--- src/rtl/time_pkg.sv ---
// Shared constants, state encoding and divisor lookup for the serial
// millisecond-to-time converter.
package time_pkg;

    localparam int unsigned MS_PER_DAY  = 86_400_000;
    localparam int unsigned MS_PER_HOUR = 3_600_000;
    localparam int unsigned MS_PER_MIN  = 60_000;
    localparam int unsigned MS_PER_SEC  = 1_000;

    // Widest divisor (86,400,000) needs 27 bits.
    localparam int DIVR_W = 27;

    localparam int MIN_W = 6;
    localparam int SEC_W = 6;
    localparam int MSF_W = 10;

    typedef enum logic [1:0] {
        IDLE = 2'd0,
        DIV  = 2'd1,
        DONE = 2'd2
    } state_e;

    function automatic logic [DIVR_W-1:0] stage_divisor(input logic [1:0] stage);
        case (stage)
            2'd0:    return DIVR_W'(MS_PER_DAY);
            2'd1:    return DIVR_W'(MS_PER_HOUR);
            2'd2:    return DIVR_W'(MS_PER_MIN);
            default: return DIVR_W'(MS_PER_SEC);
        endcase
    endfunction

endpackage

--- src/rtl/serial_const_div.sv ---
// Restoring divider producing one quotient bit per enabled cycle, MSB first.
// On the last bit it reloads its own remainder as the next dividend so stages chain back to back.
module serial_const_div
    import time_pkg::*;
#(
    parameter int IN_W = 32
) (
    input  logic              clk,
    input  logic              rst_n,
    input  logic              load_i,
    input  logic              en_i,
    input  logic              sub_en_i,
    input  logic [IN_W-1:0]   dividend_i,
    input  logic [DIVR_W-1:0] divisor_i,
    output logic              done_o,
    output logic [IN_W-1:0]   quot_o,
    output logic [IN_W-1:0]   rem_o
);

    localparam int CW    = (IN_W + 1 > DIVR_W) ? IN_W + 1 : DIVR_W;
    localparam int CNT_W = $clog2(IN_W);

    logic [IN_W-1:0]  dvd_q;
    logic [IN_W-1:0]  rem_q;
    logic [IN_W-2:0]  quo_q;
    logic [CNT_W-1:0] cnt_q;

    logic [IN_W:0]    part_rem;
    logic             take;
    logic [IN_W-1:0]  rem_d;
    logic [IN_W-1:0]  quo_d;

    // Remainder stays below the divisor (or below the dividend prefix when
    // subtraction is disabled), so IN_W bits hold it between steps.
    always_comb begin
        part_rem = {rem_q, dvd_q[IN_W-1]};
        take     = sub_en_i && (CW'(part_rem) >= CW'(divisor_i));
        rem_d    = take ? IN_W'(CW'(part_rem) - CW'(divisor_i)) : part_rem[IN_W-1:0];
        quo_d    = {quo_q, take};
    end

    assign done_o = en_i && (cnt_q == '0);
    assign quot_o = quo_d;
    assign rem_o  = rem_d;

    always_ff @(posedge clk or negedge rst_n) begin
        if (!rst_n) begin
            dvd_q <= '0;
            rem_q <= '0;
            quo_q <= '0;
            cnt_q <= '0;
        end else if (load_i) begin
            dvd_q <= dividend_i;
            rem_q <= '0;
            quo_q <= '0;
            cnt_q <= CNT_W'(IN_W - 1);
        end else if (en_i) begin
            if (cnt_q == '0) begin
                dvd_q <= rem_d;
                rem_q <= '0;
                quo_q <= '0;
                cnt_q <= CNT_W'(IN_W - 1);
            end else begin
                dvd_q <= dvd_q << 1;
                rem_q <= rem_d;
                quo_q <= quo_d[IN_W-2:0];
                cnt_q <= cnt_q - 1'b1;
            end
        end
    end

endmodule

--- src/rtl/ms_to_time_serial.sv ---
// Serial millisecond-to-time converter: four chained divide stages on a shared
// divider, then one cycle to saturate and register the result.
module ms_to_time_serial
    import time_pkg::*;
#(
    parameter int IN_W   = 32,
    parameter int DAY_W  = 8,
    parameter int HOUR_W = 16
) (
    input  logic              clk,
    input  logic              rst_n,
    input  logic              clr,
    input  logic              in_valid,
    output logic              in_ready,
    input  logic [IN_W-1:0]   in_ms,
    input  logic              in_mode,
    output logic              out_valid,
    input  logic              out_ready,
    output logic [DAY_W-1:0]  out_days,
    output logic [HOUR_W-1:0] out_hours,
    output logic [MIN_W-1:0]  out_min,
    output logic [SEC_W-1:0]  out_sec,
    output logic [MSF_W-1:0]  out_ms,
    output logic              out_ovf
);

    state_e             state_q;
    logic [2:0]         stage_q;
    logic               mode_q;
    logic [IN_W-1:0]    day_quo_q;
    logic [IN_W-1:0]    hour_quo_q;
    logic [MIN_W-1:0]   min_quo_q;
    logic [SEC_W-1:0]   sec_quo_q;
    logic [MSF_W-1:0]   ms_rem_q;

    logic               out_valid_q;
    logic [DAY_W-1:0]   out_days_q;
    logic [HOUR_W-1:0]  out_hours_q;
    logic [MIN_W-1:0]   out_min_q;
    logic [SEC_W-1:0]   out_sec_q;
    logic [MSF_W-1:0]   out_ms_q;
    logic               out_ovf_q;

    logic               div_load;
    logic               div_en;
    logic               div_done;
    logic [IN_W-1:0]    div_quot;
    logic [IN_W-1:0]    div_rem;

    logic               day_ovf;
    logic               hour_ovf;
    logic [DAY_W-1:0]   days_d;
    logic [HOUR_W-1:0]  hours_d;

    assign div_load = (state_q == IDLE) && in_valid && !clr;
    // Stage 4 is the result-register cycle; the divider idles there.
    assign div_en   = (state_q == DIV) && !stage_q[2] && !clr;

    serial_const_div #(
        .IN_W(IN_W)
    ) u_div (
        .clk        (clk),
        .rst_n      (rst_n),
        .load_i     (div_load),
        .en_i       (div_en),
        .sub_en_i   (!(mode_q && (stage_q == 3'd0))),
        .dividend_i (in_ms),
        .divisor_i  (stage_divisor(stage_q[1:0])),
        .done_o     (div_done),
        .quot_o     (div_quot),
        .rem_o      (div_rem)
    );

    always_comb begin
        day_ovf  = |(day_quo_q >> DAY_W);
        hour_ovf = mode_q && (|(hour_quo_q >> HOUR_W));
        days_d   = day_ovf  ? '1 : DAY_W'(day_quo_q);
        hours_d  = hour_ovf ? '1 : HOUR_W'(hour_quo_q);
    end

    always_ff @(posedge clk or negedge rst_n) begin
        if (!rst_n) begin
            state_q     <= IDLE;
            stage_q     <= '0;
            mode_q      <= 1'b0;
            day_quo_q   <= '0;
            hour_quo_q  <= '0;
            min_quo_q   <= '0;
            sec_quo_q   <= '0;
            ms_rem_q    <= '0;
            out_valid_q <= 1'b0;
            out_days_q  <= '0;
            out_hours_q <= '0;
            out_min_q   <= '0;
            out_sec_q   <= '0;
            out_ms_q    <= '0;
            out_ovf_q   <= 1'b0;
        end else if (clr) begin
            state_q     <= IDLE;
            out_valid_q <= 1'b0;
            out_ovf_q   <= 1'b0;
        end else begin
            case (state_q)
                IDLE: begin
                    if (in_valid) begin
                        mode_q  <= in_mode;
                        stage_q <= '0;
                        state_q <= DIV;
                    end
                end
                DIV: begin
                    if (stage_q[2]) begin
                        out_days_q  <= days_d;
                        out_hours_q <= hours_d;
                        out_min_q   <= min_quo_q;
                        out_sec_q   <= sec_quo_q;
                        out_ms_q    <= ms_rem_q;
                        out_ovf_q   <= day_ovf || hour_ovf;
                        out_valid_q <= 1'b1;
                        state_q     <= DONE;
                    end else if (div_done) begin
                        case (stage_q[1:0])
                            2'd0: day_quo_q  <= div_quot;
                            2'd1: hour_quo_q <= div_quot;
                            2'd2: min_quo_q  <= MIN_W'(div_quot);
                            default: begin
                                sec_quo_q <= SEC_W'(div_quot);
                                ms_rem_q  <= MSF_W'(div_rem);
                            end
                        endcase
                        stage_q <= stage_q + 3'd1;
                    end
                end
                DONE: begin
                    if (out_ready) begin
                        out_valid_q <= 1'b0;
                        state_q     <= IDLE;
                    end
                end
                default: state_q <= IDLE;
            endcase
        end
    end

    assign in_ready  = (state_q == IDLE);
    assign out_valid = out_valid_q;
    assign out_days  = out_days_q;
    assign out_hours = out_hours_q;
    assign out_min   = out_min_q;
    assign out_sec   = out_sec_q;
    assign out_ms    = out_ms_q;
    assign out_ovf   = out_ovf_q;

endmodule

--- config.mk ---
export PLATFORM = sky130hd
export DESIGN_NAME = ms_to_time_serial
export DESIGN_NICKNAME = d
export VERILOG_FILES = /design/src/rtl/time_pkg.sv /design/src/rtl/serial_const_div.sv /design/src/rtl/ms_to_time_serial.sv
export SDC_FILE = /design/constraint.sdc
export NUM_CORES = 1
export LEC_CHECK = 0
export CORE_ASPECT_RATIO = 1.4
export CORE_MARGIN = 2
export CORE_UTILIZATION = 60
export CTS_CLUSTER_SIZE = 40
export DETAILED_ROUTE_END_ITERATION = 16
export PLACE_DENSITY = 0.81
export SYNTH_ARGS = -nofsm -noshare
export SYNTH_HDL_FRONTEND = slang
export SYNTH_HIERARCHICAL = 1
export SYNTH_SLANG_ARGS = --single-unit
--- constraint.sdc ---
create_clock -name clk -period 6.67 [get_ports clk]
set_input_delay 2.001 -clock clk [delete_from_list [all_inputs] [get_ports clk]]
set_output_delay 2.001 -clock clk [all_outputs]
set_load 0.02 [all_outputs]
# [Yosys cells after proc, flatten, opt, wreduce, memory -nomap -nowiden]
# Cells that the tools add are included.
[totals] input_bits=38 register_bits=240 output_inout_bits=49
[classes] eq_ne=10 n_bitwise=3 n_reduce_logical=35 order_cmp=1 mux=32 n_addsub=3
[op_table] operator="two-way mux 32 bit" count=7
[op_table] operator="two-way mux 31 bit" count=3
[op_table] operator="case mux 27 bit (3 select lines)" count=1
[op_table] operator="greater-or-equal comparator 33 x 27 -> 1 bit" count=1
[op_table] operator="subtractor 32 x 27 -> 32 bit" count=1
[op_table] operator="AND reduction 5 bit" count=5
[op_table] operator="OR reduction 24 bit" count=1
[op_table] operator="two-way mux 16 bit" count=1
[op_table] operator="OR reduction 16 bit" count=1
[op_table] operator="two-way mux 5 bit" count=3
[op_table] operator="AND reduction 3 bit" count=5
[op_table] operator="two-way mux 3 bit" count=3
[op_table] operator="!= test 3 bit (second input constant)" count=3
[op_table] operator="logical AND 1 bit" count=8
[op_table] operator="two-way mux 2 bit" count=4
[op_table] operator="two-way mux 8 bit" count=1
[op_table] operator="nonzero test 2 bit" count=4
[op_table] operator="two-way mux 1 bit" count=6
[op_table] operator="!= test 2 bit (second input constant)" count=3
[op_table] operator="case mux 2 bit (3 select lines)" count=1
[op_table] operator="case mux 3 bit (2 select lines)" count=1
[op_table] operator="zero test 5 bit" count=1
[op_table] operator="subtractor 5 x 1 -> 5 bit (second input constant)" count=1
[op_table] operator="equality test 2 x 1 -> 1 bit (second input constant)" count=2
[op_table] operator="11 further kinds" count=17

# [Logic depth before layout (Yosys ltp)]
[depth] depth_word=8 ltp_mapped=18

# [By module]
# Netlist, hierarchy kept.
[by_module_without_submodules] mod="serial_const_div" cells_each=754 seq_area_each_um2=2502.4 n_inst=1 area_each_um2=6526.3
[by_module_without_submodules] mod="ms_to_time_serial" cells_each=453 seq_area_each_um2=3503.4 n_inst=1 area_each_um2=5637.9

# [Worst setup path after synthesis]
# No wires, ideal clock.
[synth_timing] kind="input to register" startpoint="input port clr" endpoint="register ms_rem_q[4]" slack_ps=2428 required_time_ps=6545 setup_ps=125 n_path_buf=3 cell_stages=9 arrival_time_ps=4117 path_cell_list="clkbuf_1 > nor4b_1 > clkbuf_1 > nand2_1 > inv_1 > nor2b_1 > nand3_1 > buf_2 > mux2_2"
[synth_between] elab_chain_cells=4 elab_cells_between_ends=5
[synth_rtl] item="from (decl)" line_no="ms_to_time_serial.sv:12" text="input logic clr,"
[synth_rtl] item="zero test 1 bit" line_no="ms_to_time_serial.sv:57" text="assign div_en = (state_q == DIV) && !stage_q[2] && !clr;"
[synth_rtl] item="logical AND 1 bit" line_no="ms_to_time_serial.sv:57"
[synth_rtl] item="net div_en" line_no="ms_to_time_serial.sv:45" text="logic div_en;"
[synth_rtl] item="logical AND 1 bit" line_no="serial_const_div.sv:42" text="assign done_o = en_i && (cnt_q == '0);"
[synth_rtl] item="net div_done" line_no="ms_to_time_serial.sv:46" text="logic div_done;"
[synth_rtl] item="AND reduction 5 bit (no line)"
[synth_rtl] item="to (signal assigned)" line_no="ms_to_time_serial.sv:128" text="ms_rem_q <= MSF_W'(div_rem);"
[synth_rtl] item="to (decl)" line_no="ms_to_time_serial.sv:34" text="logic [MSF_W-1:0] ms_rem_q;"
# The timed path passes the listed nets, and every way through them passes these cells.
# A chain may end at the register's enable or synchronous reset.

# [Worst setup path in the final report]
[layout_timing] startpoint="input port clr" endpoint="register u_div.dvd_q[26]"
[layout_between] elab_chain_cells=3 elab_cells_between_ends=5
[layout_rtl] item="zero test 1 bit *" line_no="ms_to_time_serial.sv:55" text="assign div_load = (state_q == IDLE) && in_valid && !clr;"
[layout_rtl] item="logical AND 1 bit *" line_no="ms_to_time_serial.sv:55"
[layout_rtl] item="net div_load" line_no="ms_to_time_serial.sv:44" text="logic div_load;"
[layout_rtl] item="two-way mux 32 bit or nonzero test 2 bit (tied branches)"
[layout_rtl] item="to (signal assigned)" line_no="serial_const_div.sv:53" text="dvd_q <= dividend_i;"
[layout_rtl] item="to (signal assigned)" line_no="serial_const_div.sv:59" text="dvd_q <= rem_d;"
[layout_rtl] item="to (signal assigned)" line_no="serial_const_div.sv:64" text="dvd_q <= dvd_q << 1;"
[layout_rtl] item="to (decl)" line_no="serial_const_div.sv:23" text="logic [IN_W-1:0] dvd_q;"
# The timed path passes the listed nets; every way through them passes the cells marked *.

==> summary.txt <==
Status: finished, final reports clean
Startpoint Class: input port
Post-route cell area: 13900 sq um
Maxcap violations: 0
Number of vias per cell: 6.14
Leak Pwr: 6.68 nW
PortBufs: 86
First-pass GRT wire length: 47000 microns
Vias in the first global route: 9266
DP Wirelength: 19400 microns
Die Y: 172 microns
Ratio of cells with drive above 1 in the final layout: 0.131
# clock sinks: 240
Final setup vio count: 0
Mapped Avg Cell Area: 10.2 sq um
Post-Route WL: 28900 microns
CP Launch Point: clr
Largest net degree at the start of global routing: 127
Worst Path Required: 7.05 ns
Pwr Density: 226 nW/um^2
# IOs: 87
Sum of negative setup slack: 0 ns
# DRC: 0
DRT antenna net count: 0
Fillers: 1474
Starting Density: 0.610
CTS buffer count: 23
Post-Route Skew: 0.00861 ns
Setup CP Type: in2reg
RSZ-0062 raised after global routing: no
H-Tree Depth: 1
Post-placement cell area: 13200 sq um
Post-CTS Setup Bufs: 0
Clock Latency Late Sink: 0.51 ns
WL/cell: 19.0 microns
Slew at the pin closest to its max-slew limit: 1.37 ns
Die area: 21300 sq um
Synth warn: 6
CTS tree: built
Worst-path clk slew: 0.06 ns
Drt pass-1 iters: 6
Hold Path Class: reg2reg
Crit path arrival time: 5.27 ns
Post-layout utilization of the core: 0.701
Capturing point of the worst reg2reg path: ms_rem_q[7]
Worst path slowest cell: clkdlybuf4s50_1
Rows: 61
Relative slew slack: 0.0846
Fin. max-slew vios: 0
Die W: 124 microns
Crit end category: register
Critical Path, Cell by Cell: clkdlybuf4s50_1 -> or3b_2 -> nor2_4 -> nor2_1 -> and3_1 -> a221oi_1 -> a21oi_1
Core Footprint: 19800 sq um
Achievable frequency: 205 MHz
CTS Root Cell: clkbuf_16
Area grow syn2layout: 14.9%
Post-Syn Area: 12100 sq um
Tmin final: 4.89 ns
CP max FO: 35
Synth Instances: 1191
Worst reg2reg path depth: 17
Initial antenna violation count: 0
Post-CTS Resized: 0
N_diodes: 0
Crit path to: u_div/dvd_q[26]
Fin. Hold Viols: 0
Clk buf depth: 3
Worst path max stage delay: 0.66 ns
Total GRT Usage: 0.278
Nets: 1331
Final period util: 0.733
Reg-to-reg startpoint: stage_q[0]
Reg-to-reg setup timing slack: 1.95 ns
Final GP Congestion: 0.955
Gr ovfl total: 0
Detailed Route Iter0 Violations: 653
Worst ir drop on vdd: 0.208 mV
Post-cts hold buffer count: 0
Via count: 9371
-- layout by cell type (no fill, tap or decap), types with 10 or more instances in the layout --
| cell | count |
|---|---|
| nand2_1 | 153 |
| nand3_1 | 14 |
| nor2_1 | 91 |
| a21oi_1 | 79 |
| mux2_2 | 88 |
| a31oi_1 | 34 |
| o221ai_1 | 22 |
| o21ai_0 | 42 |
| nand2b_1 | 14 |
| inv_1 | 47 |
| nor2b_1 | 27 |
| ha_1 | 35 |
| conb_1 | 10 |
| xor2_1 | 11 |
| dfrtp_1 | 240 |
| a21o_1 | 12 |
| xnor2_1 | 18 |
| a22o_1 | 41 |
| buf_4 | 12 |
| o21ai_1 | 25 |
| clkdlybuf4s50_1 | 85 |
| clkbuf_16 | 23 |
-- layer usage --
layer	share of wire	track usage	wire [microns]	vias up
li1	-	-	-	4341
met1	0.40	0.365	11700	4614
met2	0.51	0.474	14600	343
met3	0.056	0.0310	1620	73
met4	0.035	0.107	1020	0
met5	0	0	0	-
-- power by group --
group	switching (W)	internal (W)	total [W]
Clock	0.000541	0.000745	0.00129
Combinational	0.000176	0.000125	0.000300
Sequential	0.0000434	0.00151	0.00155
-- cell type report --
cell class                      instances  area [sq um]  area share
Multi-Input combinational cell        845          5680       0.408
Clock inverter                          5          61.3     0.00441
Tap cell                              252           315      0.0227
Sequential cell                       240          6010       0.432
Timing Repair Buffer                   99           976      0.0702
Clock buffer                           36           684      0.0492
Inverter                               48           183      0.0131
-- per-stage QoR --
step	power, W	setup WS, ns	hold slack [ns]	std cells
global placement	0.00187	1.49	0.440	1484
CTS	0.00316	1.93	0.462	1525
global route	0.00326	1.51	0.486	1525
finish	0.00314	1.78	0.460	1525
detailed placement	0.00188	1.43	0.447	1484
floorplan	0.00176	2.43	0.433	1200
-- sequential cells by signal (all words and copies together) (netlist names), 8 cells and up --
| signal | cells |
|---|---|
| u_div/quo_q | 31 |
| out_days | 8 |
| out_hours | 16 |
| u_div/dvd_q | 32 |
| day_quo_q | 32 |
| u_div/rem_q | 32 |
| ms_rem_q | 10 |
| hour_quo_q | 32 |
| out_ms | 10 |
-- worst min-delay path by stage --
stage                             from         end  slack (ns)  depth (start not counted)
after floorplan           min_quo_q[0]  out_min[0]        0.43                          2
after global placement    sec_quo_q[2]  out_sec[2]        0.44                          2
after detailed placement  sec_quo_q[2]  out_sec[2]        0.45                          2
after CTS                 sec_quo_q[2]  out_sec[2]        0.46                          2
after global routing       ms_rem_q[3]   out_ms[3]        0.49                          2
final                     sec_quo_q[2]  out_sec[2]        0.46                          2
-- worst max-delay path: cells and delay by family --
kind	cells	cell delay, ns
AND/OR/NAND/NOR	4	2.21
buffers and inverters	1	0.66
AO/OA/AOI/OAI	2	0.40
Power figures use the tool's default switching activity.
